### src/rtl/pc_fetch.sv
// MIPS fetch stage: program counter, next-PC select and the IF/ID pipeline register.
// Optional exception vectoring (exc_req / epc_out) is enabled by defining EXC_VECTOR_EN.
module pc_fetch #(
  parameter logic [31:0] RESET_PC = 32'h0000_3000,
  parameter int unsigned IM_WORDS = 4096
) (
  input  logic        clk,
  input  logic        reset,
  input  logic        stall,
  input  logic        br_taken,
  input  logic [15:0] br_imm16,
  input  logic        j_en,
  input  logic [25:0] j_index,
  input  logic        jr_en,
  input  logic [31:0] jr_target,
  input  logic [31:0] im_instr,
`ifdef EXC_VECTOR_EN
  input  logic        exc_req,
  output logic [31:0] epc_out,
`endif
  output logic [31:0] pc_if,
  output logic [31:0] instr_id,
  output logic [31:0] pc_id,
  output logic [31:0] pc8_id,
  output logic        fault_id
);

  localparam int unsigned PC_W   = 32;
  localparam int unsigned END_W  = PC_W + 1;
  // One bit wider so a window ending exactly at 2^32 does not wrap.
  localparam logic [END_W-1:0] IM_END = END_W'(RESET_PC) + (END_W'(IM_WORDS) << 2);
`ifdef EXC_VECTOR_EN
  localparam logic [PC_W-1:0] EXC_PC = 32'h0000_4180;
`endif

  logic [PC_W-1:0] npc_c;
  logic [PC_W-1:0] br_target_c;
  logic            fault_c;

  // Next-PC select: jr > j > taken branch > sequential.
  always_comb begin
    br_target_c = pc_id + PC_W'(4) + {{14{br_imm16[15]}}, br_imm16, 2'b00};
    npc_c       = pc_if + PC_W'(4);
    if (jr_en) begin
      npc_c = jr_target;
    end else if (j_en) begin
      npc_c = {pc_id[31:28], j_index, 2'b00};
    end else if (br_taken) begin
      npc_c = br_target_c;
    end
  end

  // Fetch is illegal when misaligned or outside the instruction memory window.
  always_comb begin
    fault_c = (pc_if[1:0] != 2'b00)
           || (pc_if < RESET_PC)
           || ({1'b0, pc_if} >= IM_END);
  end

  always_ff @(posedge clk or negedge reset) begin
    if (!reset) begin
      pc_if    <= RESET_PC;
      instr_id <= '0;
      pc_id    <= RESET_PC;
      pc8_id   <= RESET_PC + PC_W'(8);
      fault_id <= 1'b0;
`ifdef EXC_VECTOR_EN
      epc_out  <= '0;
    end else if (exc_req) begin
      pc_if    <= EXC_PC;
      instr_id <= '0;
      pc_id    <= EXC_PC;
      pc8_id   <= EXC_PC + PC_W'(8);
      fault_id <= 1'b0;
      epc_out  <= pc_id;
`endif
    end else if (!stall) begin
      pc_if    <= npc_c;
      instr_id <= fault_c ? '0 : im_instr;
      pc_id    <= pc_if;
      pc8_id   <= pc_if + PC_W'(8);
      fault_id <= fault_c;
    end
  end

endmodule

### config.mk
export PLATFORM = sky130hd
export DESIGN_NAME = pc_fetch
export DESIGN_NICKNAME = d
export VERILOG_FILES = /design/src/rtl/pc_fetch.sv
export SDC_FILE = /design/constraint.sdc
export NUM_CORES = 1
export LEC_CHECK = 0
export CAP_MARGIN = 20
export CORE_ASPECT_RATIO = 0.8
export CORE_MARGIN = 4
export CORE_UTILIZATION = 49
export DETAILED_ROUTE_END_ITERATION = 10
export GPL_ROUTABILITY_DRIVEN = 0
export PLACE_DENSITY_LB_ADDON = 0.1
export SYNTH_ARGS = -nofsm -noshare
export SYNTH_HDL_FRONTEND = slang
export SYNTH_SLANG_ARGS = --single-unit
### constraint.sdc
create_clock -name clk -period 3.55 [get_ports clk]
set_input_delay 0.71 -clock clk [delete_from_list [all_inputs] [get_ports clk]]
set_output_delay 0.71 -clock clk [all_outputs]
set_load 0.01 [all_outputs]
; Word-level counts from Yosys, hierarchy flattened
; Cells that the tools add are included.
[totals]
out_inout_bits = 129
mem_bits_rw = 0
rom_bits = 0
inputBits = 112
memories = 0
regBits = 129
elab_cells = 18
latchBits = 0
[classes]
n_mul = 0
shift = 0
muxes = 4
bitwise = 0
add_sub_neg = 4
eq_ne = 0
n_div = 0
order_cmp = 2
reduce_logical = 3
[op_table]
columns = op, count
row1 = 2-to-1 mux 32 bit, 4
row2 = adder 32 x 3 -> 32 bit (second input constant), 2
row3 = adder 32 bit, 1
row4 = adder 32 x 4 -> 32 bit (second input constant), 1
row5 = greater-or-equal comparator 32 x 15 -> 1 bit (second input constant), 1
row6 = < comparator 32 x 14 -> 1 bit (second input constant), 1
row7 = logical OR 1 bit, 2
row8 = nonzero test 2 bit, 1

; Depth between registers and ports, before layout
; Gate-level depths: netlist of run 1.
[depth]
depth_word = 5
depth_mapped = 13
depth_no_buf = 13

; Worst setup path after synthesis of run 1
; No wires, ideal clock.
[synth_path]
path_type = input to register
startpoint = input br_imm16[1]
endpoint = register pc_if[17]
path_slack_ns = 0.460
required_ns = 3.446
cell_stages = 11
arrival_ns = 2.986
path_cell_list = ha_1 -> ha_1 -> fa_1 -> a211oi_2 -> o211a_1 -> o211ai_2 -> a31oi_1 -> xor2_1 -> a211oi_1 -> a21oi_1 -> a221oi_1
[synth_via]
elab_chain_len = 4
[synth_rtl]
columns = item, line_no
row1 = "start, declared", 11  ; input logic [15:0] br_imm16,
row2 = adder 32 bit, 42  ; br_target_c = pc_id + PC_W'(4) + {{14{br_imm16[15]}}, br_imm16, 2'b00};
row3 = 2-to-1 mux 32 bit, 48  ; end else if (br_taken) begin
row4 = 2-to-1 mux 32 bit, 46  ; end else if (j_en) begin
row5 = 2-to-1 mux 32 bit, 44  ; if (jr_en) begin
row6 = "end signal, assigned", 78  ; pc_if <= npc_c;
row7 = "end, declared", 21  ; output logic [31:0] pc_if,
; Every way passes these cells.
; A chain may end at the register's enable or synchronous reset.

; Final worst setup path of run 1
[layout_path]
startpoint = input br_imm16[1]
endpoint = register pc_if[19]
; The elaborated chain is that of the path after synthesis.

==> results of run 1 <==
## worst paths after layout
| path | from | endpoint | slack [ns] | cells past startpoint |
|---|---|---|---|---|
| max | br_imm16[1] | pc_if[19]$_DFFE_PN0N_ | 0.16 | 13 |
| max reg2reg | pc_id[3]$_DFFE_PN0N_ | pc_if[19]$_DFFE_PN0N_ | 0.43 | 12 |
| min reg2reg | pc8_id[15]$_DFFE_PN0N_ | pc8_id[15]$_DFFE_PN0N_ | 0.48 | 2 |
| max in group asynchronous | reset | instr_id[3]$_DFFE_PN0N_ | 2.50 | 2 |
| min | reset | pc8_id[6]$_DFFE_PN0N_ | 0.26 | 1 |
| min in group clk | pc8_id[15]$_DFFE_PN0N_ | pc8_id[15]$_DFFE_PN0N_ | 0.48 | 2 |
## layout by cell type, fill, tap and decap left out, types with 6 or more instances in the layout
cell,synthesis,final
clkdlybuf4s50_1,0,238
dfrtp_1,119,119
nand2_1,101,101
o21ai_0,80,80
a21oi_1,62,62
ha_1,60,60
buf_4,7,54
nor2_1,52,52
xnor2_1,45,45
a22o_1,33,33
inv_1,28,28
mux2_2,27,27
nand3_1,23,23
xor2_1,21,21
clkbuf_16,0,17
o22ai_1,16,16
nor3_1,16,15
a21o_1,15,15
nand4_1,14,14
a211oi_1,12,12
or3_1,8,8
o211ai_1,8,8
nor4_1,7,7
a22oi_1,7,7
a31oi_1,7,7
dfstp_2,7,7
o21ai_1,6,6
o21a_1,6,6
mux2i_1,6,6
inv_8,0,6
## flip-flops by register name, summed over array words and instances (netlist names)
register  flops
pc_if        32
pc_id        32
pc8_id       29
instr_id     32
fault_id      1
## layout make-up
cell class,instances,area (µm²),share of cell area (%)
multi-input combinational,704,4887,41.29
tap,220,275.3,2.326
timing repair buffer,295,2839,23.99
clock buffer,17,425.4,3.594
inverter,28,105.1,0.8879
clock inverter,15,142.6,1.205
sequential,126,3162,26.71
## per-stage QoR
step | hold WS (ns) | total power [mW] | setup slack (ns) | util (%)
3_5_place_dp | 0.4742 | 4.325 | -0.1816 | 67.22
2_1_floorplan | 0.4144 | 3.214 | 0.4602 | -
6_report | 0.2584 | 6.057 | 0.1551 | 70.61
4_1_cts | 0.2641 | 6.051 | 0.1906 | 70.61
3_3_place_gp | 0.4644 | 4.289 | -0.1262 | 67.22
5_1_grt | 0.2824 | 6.383 | 0.08401 | 70.61
## routing by layer
layer  global-route usage (%)  vias to the layer above
met5                        0                        -
met4                    9.605                        2
met3                    6.241                       59
met2                    41.35                      375
met1                    42.89                     3904
li1                         -                     3855
## cells by family (layout without fill, tap and decap cells)
kind of cell,count (synthesis),after routing,synth area share (%)
AOI/OAI and AO/OA,284,284,21.77
and+or+nand+nor,259,259,15.40
DFF,126,126,37.27
buffers and inverters,98,355,5.177
xor gates and xnor gates,67,67,7.006
adders and majority gates,61,61,9.086
muxes,33,33,4.292
## report_power, final
group          switching (mW)  internal, mW
Clock                   0.768         0.930
Combinational            1.21          1.22
Sequential              0.288          1.64
==> metrics.cfg, run 1 <==
[outcome]
status=finished, final reports clean

[grt]
grt_pass1_vias=7975
overflow=0
antenna_found_initial=2
grt_util_all_layers_pct=28.72
grt_max_degree=131
grt_pass1_wl_um=44460

[clock_network]
cts_num_sinks=126
cts.path.max_buffers=2
cts_tree=built
post_cts_resized=0
htree_levels=4
post-cts-setup-buffers=0
cts_made_buffers=17
cts-root-buf=clkbuf_16
worstSkewPairLatency_ns=0.42
ctsHoldBuffers=0
clk_pin_slew_ns=0.06

[worst_setup_path]
critPathTopFamily=adder cells
cp_slowest_cell=fa_1
required_ns=3.91
crit_chain=clkdlybuf4s50_1, ha_1, ha_1, fa_1, a211oi_2, o211a_1, o211ai_2, buf_4, nand2_1, o21ai_1, mux2_2, o41ai_2, mux2_2
startpoint_type=input port
critPathMaxStageDelay_ns=0.41
path_buf_inv=2
end_kind=flip-flop
arrival_ns=3.76
critical_path_class=in2reg
crit_fanout=3

[route]
wl_um=28170
m1WireLength_um=12900
firstDrtPassIters=5
drt_iter0_drc=740
wl_met2_um=12150
dr.max_layer_used=met5
drc=0
viasPerCell=5.833
ant_nets=0
num_vias=8195
met3_length_um=2366
wl_per_cell_um=20.05

[synthesis]
synth.distinct_cells=72
synth-main-ff-cell=dfrtp_1
yosysMostFrequentCell=dfrtp_1
synth_top_area_cell=dfrtp_1
yosysWarnings=0
synth_edf_count=0
avgSynthCellArea_um2=9.141
syn-cell-area_um2=8483
synth-async-reset-ratio_pct=100.0
synth_nets=1101
synth_top_cell_area_share_pct=35.10
synth_area_leaders=dfrtp_1, ha_1, o21ai_0
synth_cells=928
netlist_top_cells_count=dfrtp_1, nand2_1, o21ai_0, a21oi_1, ha_1
ys_seq_elements=126
ys_seq_area_share_pct=37.27

[timing]
finalSetupViolations=0
clock_skew_ns=0.006220
grt_setup_unrepaired=no
tns_ns=0
max_clock_freq_mhz=294.6
hold_violations=0
tightest_slew_ns=0.6178
min_period_ns=3.395
final.period_utilization_pct=95.63
relSlewSlack_pct=58.69
finalMaxSlewViolations=0

[floorplanning]
io_pins=241
core_um2=16760
initial_core_util_pct=50.60
die_y_um=125.7
die_w_um=155.1
num_rows=42
die_area_um2=19490

[power_and_ir_drop]
leakage_nw=5.016
power_density_nw_per_um2=511.7
ir_drop_uv=367.9

[placement]
place_area_um2=11270
placed_cells=1373
port_buffers=240
place_hpwl_um=21280

[finish]
drive_gt1_share_pct=12.57
area_delta_synth_final_pct=39.53
layout.nets=1345
fill_cells=1350
stdcell_area_um2=11840
instances_no_fill=1405
n_antenna_cell=0

[worst_hold_path]
min_path_type=in2async

[flow_run]
cap_viol_max_count=0

No activity file was read; power rests on OpenSTA's default activity.
==> run 2: changes to the inputs <==
--- a/config.mk
+++ b/config.mk
@@ -5,10 +5,11 @@
 export SDC_FILE = /design/constraint.sdc
 export NUM_CORES = 1
 export LEC_CHECK = 0
+export ABC_AREA = 1
 export CAP_MARGIN = 20
 export CORE_ASPECT_RATIO = 0.8
 export CORE_MARGIN = 4
-export CORE_UTILIZATION = 49
+export CORE_UTILIZATION = 50
 export DETAILED_ROUTE_END_ITERATION = 10
 export GPL_ROUTABILITY_DRIVEN = 0
 export PLACE_DENSITY_LB_ADDON = 0.1
==> metrics.cfg, run 2 <==
[worst_setup_path]
crit_fanout=15
critical_path_class=in2reg
arrival_ns=3.32
cp-endpoint=pc_if[24]$_DFFE_PN0N_
required_ns=3.87
crit_path_start=br_imm16[15]
r2r-start=pc_id[3]$_DFFE_PN0N_
reg2reg_depth=14
end_kind=flip-flop
r2r_end=pc_if[25]$_DFFE_PN0N_
rrSetupSlack_ns=0.90
startpoint_type=input port

[power_and_ir_drop]
internal_power_mw=3.359
power_mw=5.377
p_sw_share_pct=37.52
combPwrFrac_pct=35.4
pwr-share-clk_pct=31.0
p_sw_mw=2.018
ir_drop_uv=336.3
power_frac_seq_pct=33.5
leakage_nw=5.960
power_density_nw_per_um2=438.1

[timing]
final.period_utilization_pct=84.46
relSlewSlack_pct=35.27
clock_skew_ns=0.009235
tns_ns=0
grt_setup_unrepaired=no
finalSetupViolations=0
whs_ns=0.3825
setup_slack_ns=0.5517
finalMaxSlewViolations=0
hold_violations=0
tightest_slew_ns=0.9699
min_period_ns=2.998
max_clock_freq_mhz=333.5

[floorplanning]
core_um2=17650
num_rows=43
io_pins=241
die_w_um=159.2
die_y_um=128.9
die_area_um2=20530
initial_core_util_pct=51.81

[grt]
grt_util_all_layers_pct=31.49
grt_pass1_vias=9239
grt_pass1_wl_um=50910
overflow=0
antenna_found_initial=0
grt_max_degree=107

[finish]
layout.nets=1687
fill_cells=1524
top_regs=instr_id: 32 flops, pc_id: 32 flops, pc_if: 32 flops
layout_commonest_cell=nand2_1
stdcell_area_um2=12270
drive_gt1_share_pct=7.400
n_antenna_cell=0
instances_no_fill=1752
area_delta_synth_final_pct=34.23
final_cell_mix=nand2_1, clkdlybuf4s50_1, inv_1
fin_util_pct=69.54

[synthesis]
synth-async-reset-ratio_pct=100.0
synth-main-ff-cell=dfrtp_1
avgSynthCellArea_um2=7.082
ys_seq_elements=126
ys_seq_area_share_pct=34.58
synth_top_area_cell=dfrtp_1
yosysWarnings=0
netlist_top_cells_count=nand2_1, inv_1, dfrtp_1, nand3_1, nor2_1
syn-cell-area_um2=9143
synth.distinct_cells=44
synth_cells=1291
synth_area_leaders=dfrtp_1, nand2_1, ha_1
synth_nets=1464
yosysMostFrequentCell=nand2_1
synth_top_cell_area_share_pct=32.57
synth_edf_count=0

[clock_network]
post_cts_resized=0
clk_pin_slew_ns=0.06
cts.path.max_buffers=2
htree_levels=4
cts_tree=built
worstSkewPairLatency_ns=0.43
cts_num_sinks=126
ctsHoldBuffers=0
post-cts-setup-buffers=0
cts-root-buf=clkbuf_16
cts_made_buffers=17

[placement]
placed_cells=1720
place_hpwl_um=25100
post-place-ws_ns=0.1709
place_area_um2=11720
port_buffers=240

[outcome]
status=finished, final reports clean

[route]
wl_um=32520
viasPerCell=5.640
drc=0
wl_per_cell_um=18.56
num_vias=9882
ant_nets=0
firstDrtPassIters=6
drt_iter0_drc=1120

[worst_hold_path]
min_path_type=in2async

[flow_run]
cap_viol_max_count=0

run 2: cell count changes in the layout (fill, tap and decap cells not counted), sizes merged, moves of 13 or more:
cell	delta
a211oi	-13
a21o	-14
buf	-44
inv	+125
mux2	-27
nand2	+329
nand3	+77
nor2	+51
o21ai	-20
o221a	+19
xnor2	-45
run 2: kinds of logic after synthesis:
group,count (synthesis),share of synthesized area (%)
and+or+nand+nor,679,32.13
buffers and inverters,208,8.868
AOI/OAI and AO/OA,203,14.64
DFF,126,34.58
adders and majority gates,61,8.430
xor gates and xnor gates,14,1.341
run 2: metal layers:
layer  GRT usage, %  routed length (µm)  vias to the layer above
met5              0                   0                        -
met1          44.52               13810                     4532
met3          8.261                3795                       46
li1               -                   -                     4714
met2          48.48               14260                      590
met4          8.367                 652                        0
run 2: worst min-delay path by stage:
stage                            from                     end  slack, ns  depth (start not counted)
6_report                        reset  pc8_id[31]$_DFFE_PN0N_       0.38                          1
5_1_grt                         reset  pc8_id[31]$_DFFE_PN0N_       0.46                          1
4_1_cts                         reset  pc8_id[27]$_DFFE_PN0N_       0.43                          1
3_5_place_dp   pc8_id[19]$_DFFE_PN0N_  pc8_id[19]$_DFFE_PN0N_       0.47                          2
3_3_place_gp   pc8_id[19]$_DFFE_PN0N_  pc8_id[19]$_DFFE_PN0N_       0.47                          2
2_1_floorplan                   reset    fault_id$_DFFE_PN0N_       0.41                          0
run 2: cell type report:
cell class,instances,area [µm²],share of cell area (%)
multi-input cells,957,5170,42.13
flip-flops and latches,126,3162,25.76
repair buffers,251,2505,20.41
inverters,161,604.3,4.925
clock buffers,18,429.2,3.497
well taps,225,281.5,2.294
clock inverters,14,120.1,0.9788
run 2: power by group through the flow:
stage | combinational, mW | sequential, mW | clock [mW]
2_1_floorplan | 1.00 | 1.82 | 0
3_5_place_dp | 1.87 | 1.82 | 0
4_1_cts | 1.89 | 1.80 | 1.67
6_report | 1.91 | 1.80 | 1.67
3_3_place_gp | 1.85 | 1.82 | 0
5_1_grt | 2.10 | 1.82 | 1.74
run 2: worst max-delay path: stages:
cell and delay [ns]:
clkdlybuf4s50_1 0.45, buf_4 0.22, ha_1 0.27, ha_1 0.38, nand2_1 0.13, nor2_1 0.27, nand2_1 0.14, nor2_1 0.12
nand2_1 0.11, nand3_1 0.11, nand2_1 0.06, nand3_1 0.13, nand2_1 0.11, nand2_1 0.07, nand2_1 0.04
